File: src/rtl/rv_core_pkg.sv
// rv_core_pkg: shared core widths and the register-address type.
package rv_core_pkg;
    localparam int DEF_XLEN = 32;
    localparam int DEF_NREG = 32;
    localparam int DEF_AW = $clog2(DEF_NREG);
    typedef logic [DEF_AW-1:0] reg_addr_t;
endpackage

File: src/rtl/rf_read_port.sv
// rf_read_port: write bypass and busy qualification for one read port.
module rf_read_port
    import rv_core_pkg::*;
#(
    parameter int XLEN = DEF_XLEN,
    parameter int AW = DEF_AW
) (
    input  logic [AW-1:0]   addr,
    input  logic            valid,
    input  logic [XLEN-1:0] stored,
    input  logic            busy_bit,
    input  logic            wa_en,
    input  logic [AW-1:0]   wa_addr,
    input  logic [XLEN-1:0] wa_data,
    input  logic            wb_en,
    input  logic [AW-1:0]   wb_addr,
    input  logic [XLEN-1:0] wb_data,
    output logic [XLEN-1:0] data,
    output logic            busy
);
    logic hit_a, hit_b;
    assign hit_a = wa_en && wa_addr == addr;
    assign hit_b = wb_en && wb_addr == addr;
    // Port A is the younger instruction, so it wins the bypass.
    assign data = !valid ? '0 : hit_a ? wa_data : hit_b ? wb_data : stored;
    assign busy = valid && busy_bit && !hit_b;
endmodule

File: src/rtl/regfile_scoreboard.sv
// regfile_scoreboard: 2R/2W register file with a busy scoreboard for long-latency ops.
module regfile_scoreboard
    import rv_core_pkg::*;
#(
    parameter int XLEN = DEF_XLEN,
    parameter int NREG = DEF_NREG,
    localparam int AW = $clog2(NREG)
) (
    input  logic            clk,
    input  logic            rst,
    input  logic [AW-1:0]   rs1_addr,
    input  logic [AW-1:0]   rs2_addr,
    output logic [XLEN-1:0] rs1_data,
    output logic [XLEN-1:0] rs2_data,
    output logic            rs1_busy,
    output logic            rs2_busy,
    input  logic            wa_en,
    input  logic [AW-1:0]   wa_addr,
    input  logic [XLEN-1:0] wa_data,
    input  logic            wb_en,
    input  logic [AW-1:0]   wb_addr,
    input  logic [XLEN-1:0] wb_data,
    input  logic            issue_en,
    input  logic [AW-1:0]   issue_addr,
    input  logic            flush,
    output logic [AW:0]     pending_cnt
);
    logic [XLEN-1:0] regs [NREG];
    logic [NREG-1:0] busy, busy_nxt;
    logic [AW:0]     cnt_nxt;
    logic            wa_ok, wb_ok, iss_ok, rs1_ok, rs2_ok;

    // x0 and addresses beyond NREG are never stored, tracked or read.
    function automatic logic live(input logic [AW-1:0] a);
        return a != '0 && 32'(a) < NREG;
    endfunction

    assign wa_ok  = wa_en && live(wa_addr);
    assign wb_ok  = wb_en && live(wb_addr);
    assign iss_ok = issue_en && live(issue_addr);
    assign rs1_ok = live(rs1_addr);
    assign rs2_ok = live(rs2_addr);

    always_ff @(posedge clk or posedge rst) begin
        if (rst) begin
            for (int i = 0; i < NREG; i++) regs[i] <= '0;
        end else begin
            if (wb_ok) regs[wb_addr] <= wb_data;
            if (wa_ok) regs[wa_addr] <= wa_data;
        end
    end

    // A new issue outranks a same-cycle completion; flush outranks both.
    always_comb begin
        busy_nxt = busy;
        if (wb_ok) busy_nxt[wb_addr] = 1'b0;
        if (iss_ok) busy_nxt[issue_addr] = 1'b1;
        if (flush) busy_nxt = '0;
        cnt_nxt = '0;
        for (int i = 0; i < NREG; i++) cnt_nxt = cnt_nxt + (AW+1)'(busy_nxt[i]);
    end

    always_ff @(posedge clk or posedge rst) begin
        if (rst) begin
            busy        <= '0;
            pending_cnt <= '0;
        end else begin
            busy        <= busy_nxt;
            pending_cnt <= cnt_nxt;
        end
    end

    rf_read_port #(.XLEN(XLEN), .AW(AW)) u_rp1 (
        .addr(rs1_addr), .valid(rs1_ok),
        .stored(rs1_ok ? regs[rs1_addr] : '0), .busy_bit(rs1_ok && busy[rs1_addr]),
        .wa_en(wa_en), .wa_addr(wa_addr), .wa_data(wa_data),
        .wb_en(wb_en), .wb_addr(wb_addr), .wb_data(wb_data),
        .data(rs1_data), .busy(rs1_busy)
    );

    rf_read_port #(.XLEN(XLEN), .AW(AW)) u_rp2 (
        .addr(rs2_addr), .valid(rs2_ok),
        .stored(rs2_ok ? regs[rs2_addr] : '0), .busy_bit(rs2_ok && busy[rs2_addr]),
        .wa_en(wa_en), .wa_addr(wa_addr), .wa_data(wa_data),
        .wb_en(wb_en), .wb_addr(wb_addr), .wb_data(wb_data),
        .data(rs2_data), .busy(rs2_busy)
    );
endmodule

File: config.mk
export PLATFORM = sky130hd
export DESIGN_NAME = regfile_scoreboard
export DESIGN_NICKNAME = d
export VERILOG_FILES = /design/src/rtl/rv_core_pkg.sv /design/src/rtl/rf_read_port.sv /design/src/rtl/regfile_scoreboard.sv
export SDC_FILE = /design/constraint.sdc
export NUM_CORES = 2
export LEC_CHECK = 0
export CAP_MARGIN = 20
export CORE_ASPECT_RATIO = 0.7
export CORE_MARGIN = 2
export CORE_UTILIZATION = 50
export CTS_CLUSTER_DIAMETER = 200
export DETAILED_ROUTE_END_ITERATION = 12
export GPL_TIMING_DRIVEN = 0
export PLACE_DENSITY = 0.71
export REMOVE_ABC_BUFFERS = 1
export SLEW_MARGIN = 20
export SYNTH_ARGS = -nofsm -noshare
export SYNTH_HDL_FRONTEND = slang
export SYNTH_SLANG_ARGS = --single-unit
File: constraint.sdc
create_clock -name clk -period 64.8 [get_ports clk]
set_input_delay 12.96 -clock clk [delete_from_list [all_inputs] [get_ports clk]]
set_output_delay 12.96 -clock clk [all_outputs]
set_load 0.02 [all_outputs]
==> run metrics <==
slowest stage delay, CP=1230 ps; root buffer cell=clkbuf_16; first-pass GRT wire length=403,000 um; core area=0.135 mm^2; unrepaired setup endpoints after global routing=false; grt ovf=0; ranking of synthesized cells by area=dfrtp_1 39%, mux4_2 17%, mux2i_1 12%; most frequent cell after synthesis=dfrtp_1; Starting Density=0.502; PostCTS Resize Cnt=0; ys flop type=dfrtp_1; Synth top area share=0.391; wire length on met2=112,000 um; r2r setup slk=between 50,000 and 60,000 ps; Die Width=~440 um; vias per cell=7.42; Layout Skew=9.66 ps; Synth cell types=64; Req. time, crit path=51,840 ps; total wire length=roughly 280,000 um; most instantiated cells after synthesis=1,062 x dfrtp_1, 875 x nand2_1, 839 x mux2i_1; Worst Setup Path Type=in2out; layout cells sized above 1=0.181; max cap viols=0; R2R Path End=pending_cnt[4]$_DFF_PP0_; CTS max path bufs=3; setup_tns=0 ps; syn avg cell area=10.3 um^2; Total GRT Usage=0.395; initial antenna violation count=21; minimum clock period=31,530 ps; drc violations=0; Async SR Flop Fraction=1.00; WL per Instance=around 35 um; total CTS buffers=107; via count=59.8k; final worst setup slack=33,270 ps; final setup violating endpoints=0; M1 WL=96,700 um; fin crit share=0.487; YS warnings=0; largest area contributor in the netlist=dfrtp_1; Post-CTS Setup Inserts=0; hold slack=395 ps; Critical path origin=rs2_addr[1]; worst-path maximum fanout=65; num rows=about 110; Most common cell on crit path=buf_16; I/O Buffers=about 170; Power Total=0.00223 W; Worst EP arrival=18,570 ps; HP Class=reg2reg; DPL Wire Length=179,000 um; Gate Count Post-Synth=6,576; clock sinks=1,062; top sig layer=met5; Initial DRT Pass Iterations=9; Clock Latency Late Sink=770 ps; Worst setup EP type=output pin; crit path cell chain=buf_8, buf_16, buf_16, buf_16, xor2_1, nor4_1, nand3_4, nand2_1, o221ai_1, a21oi_1, clkdlybuf4s50_1; fillcell total=10.8k; FF-to-FF path depth=17; RePlAce Congestion=a little under 0.9; worst slew pin tran=about 1300 ps; Area after DPL=between 0.07 and 0.08 mm^2; largest net degree at the start of global routing=102; Hold Vio Cnt, Final=0; Slew HR=0.129; number of H-tree levels=3; post-route cell area=0.0763 mm^2; Max VDD drop=0.0224 mV; CTS Hold Buffers Added=0; Slowest cell on crit path=nand2_1; hold path startpoint=regs[1000]$_DFF_PP0_; WHS Path Cells=0; post-synthesis instance area=slightly below 0.07 mm^2; Worst setup SP type=input port; status=completed; clock transition at the registers of the reported paths=roughly 70 ps; synthesis-stage register bit count=1,062; vias in the first global route=57.3k; Final #Nets=6,296; Crit path max-delay family=simple AND/OR/NAND/NOR gates; Setup WS pre-CTS=33,760 ps; Worst Path Buf+Inv=5; die height=approximately 310 um; Max Slew Vio Count=0; met3 WL=about 49,000 um; power density cells=about 29 mW/mm^2; Detail Route Antenna Nets=0; worst r2r src=busy[7]$_DFF_PP0_; fmax=about 32 MHz; num ports=167; Worst Hold End=regs[1000]$_DFF_PP0_; CTS tree=done; Die Area=0.139 mm^2; Seq/Total Area, Yosys=0.391; Syn-to-layout area delta=12.3%; Post-synth EDFFs=0; number of DRC markers in iteration 0=11.0k; Lkg Pwr=30.7 nW
[power breakdown]
part | internal [W] | switching [W] | total, W
sequential | 0.000826 | 0.000136 | 0.000962
combinational | 0.000303 | 0.000284 | 0.000587
clock | 0.000383 | 0.000296 | 0.000679
total | 0.00151 | 0.000716 | 0.00223
[cells by family after synthesis]
family	Yosys count	synth area share
fa+ha+maj	31	0.00836
buf+inv	896	0.0589
compound gates	1643	0.148
xor+xnor	23	0.00296
mux	1410	0.302
flops	1062	0.391
simple gates	1511	0.0892
[routing by layer]
layer	vias up	track usage
met4	22	0.249
met2	5755	0.532
met1	29300	0.503
met5	-	0.0152
met3	1342	0.197
li1	23400	-
[flip-flops by register name, summed over array words and instances (netlist names)]
signal / flops
busy: 32
regs: 1024
pending_cnt: 6
[layout make-up]
| type | instances | area, um^2 | share of cell area |
|---|---|---|---|
| antenna | 14 | 35.0 | 0.000459 |
| clock buffer | 161 | 3290 | 0.0432 |
| clock inverter | 37 | 439 | 0.00575 |
| inverter | 40 | 158 | 0.00207 |
| multi-input combinational | 4618 | 38100 | 0.499 |
| sequential | 1062 | 26600 | 0.348 |
| tap | 1782 | 2230 | 0.0292 |
| timing repair buffer | 341 | 5540 | 0.0726 |
[cell usage in the layout, fill, tap and decap left out, types with 21 or more instances in the layout]
cell	count
dfrtp_1	1062
nand2_1	849
mux2i_1	839
o21ai_0	591
mux4_2	503
nor2_1	443
a21oi_1	363
a32oi_1	198
clkbuf_16	110
buf_16	102
a22oi_1	96
clkdlybuf4s50_1	93
a31oi_1	85
o21ai_1	79
mux2_2	66
buf_2	63
buf_12	56
nor2_4	48
a211oi_1	45
inv_1	39
clkbuf_8	35
o22ai_1	33
a221oi_1	32
nor2b_1	27
o221ai_1	26
fa_1	24
nand2_4	23
o32ai_1	21
[worst max path at each step]
stage                                to  slack, ps  cells past startpoint
detailed placement         rs1_data[13]      33760                      9
finish                     rs2_data[28]      33270                     11
CTS                        rs1_data[13]      33750                      9
global route               rs2_data[28]      33330                     11
floorplan             busy[0]$_DFF_PP0_      21950                      1
global placement    regs[126]$_DFF_PP0_       8290                      2
[through the flow]
stage	cells	util
floorplan	5720	-
finish	8055	0.564
CTS	8041	0.564
detailed placement	7843	0.536
global route	8046	0.564
global placement	7668	0.503
Power figures use the tool's default switching activity.
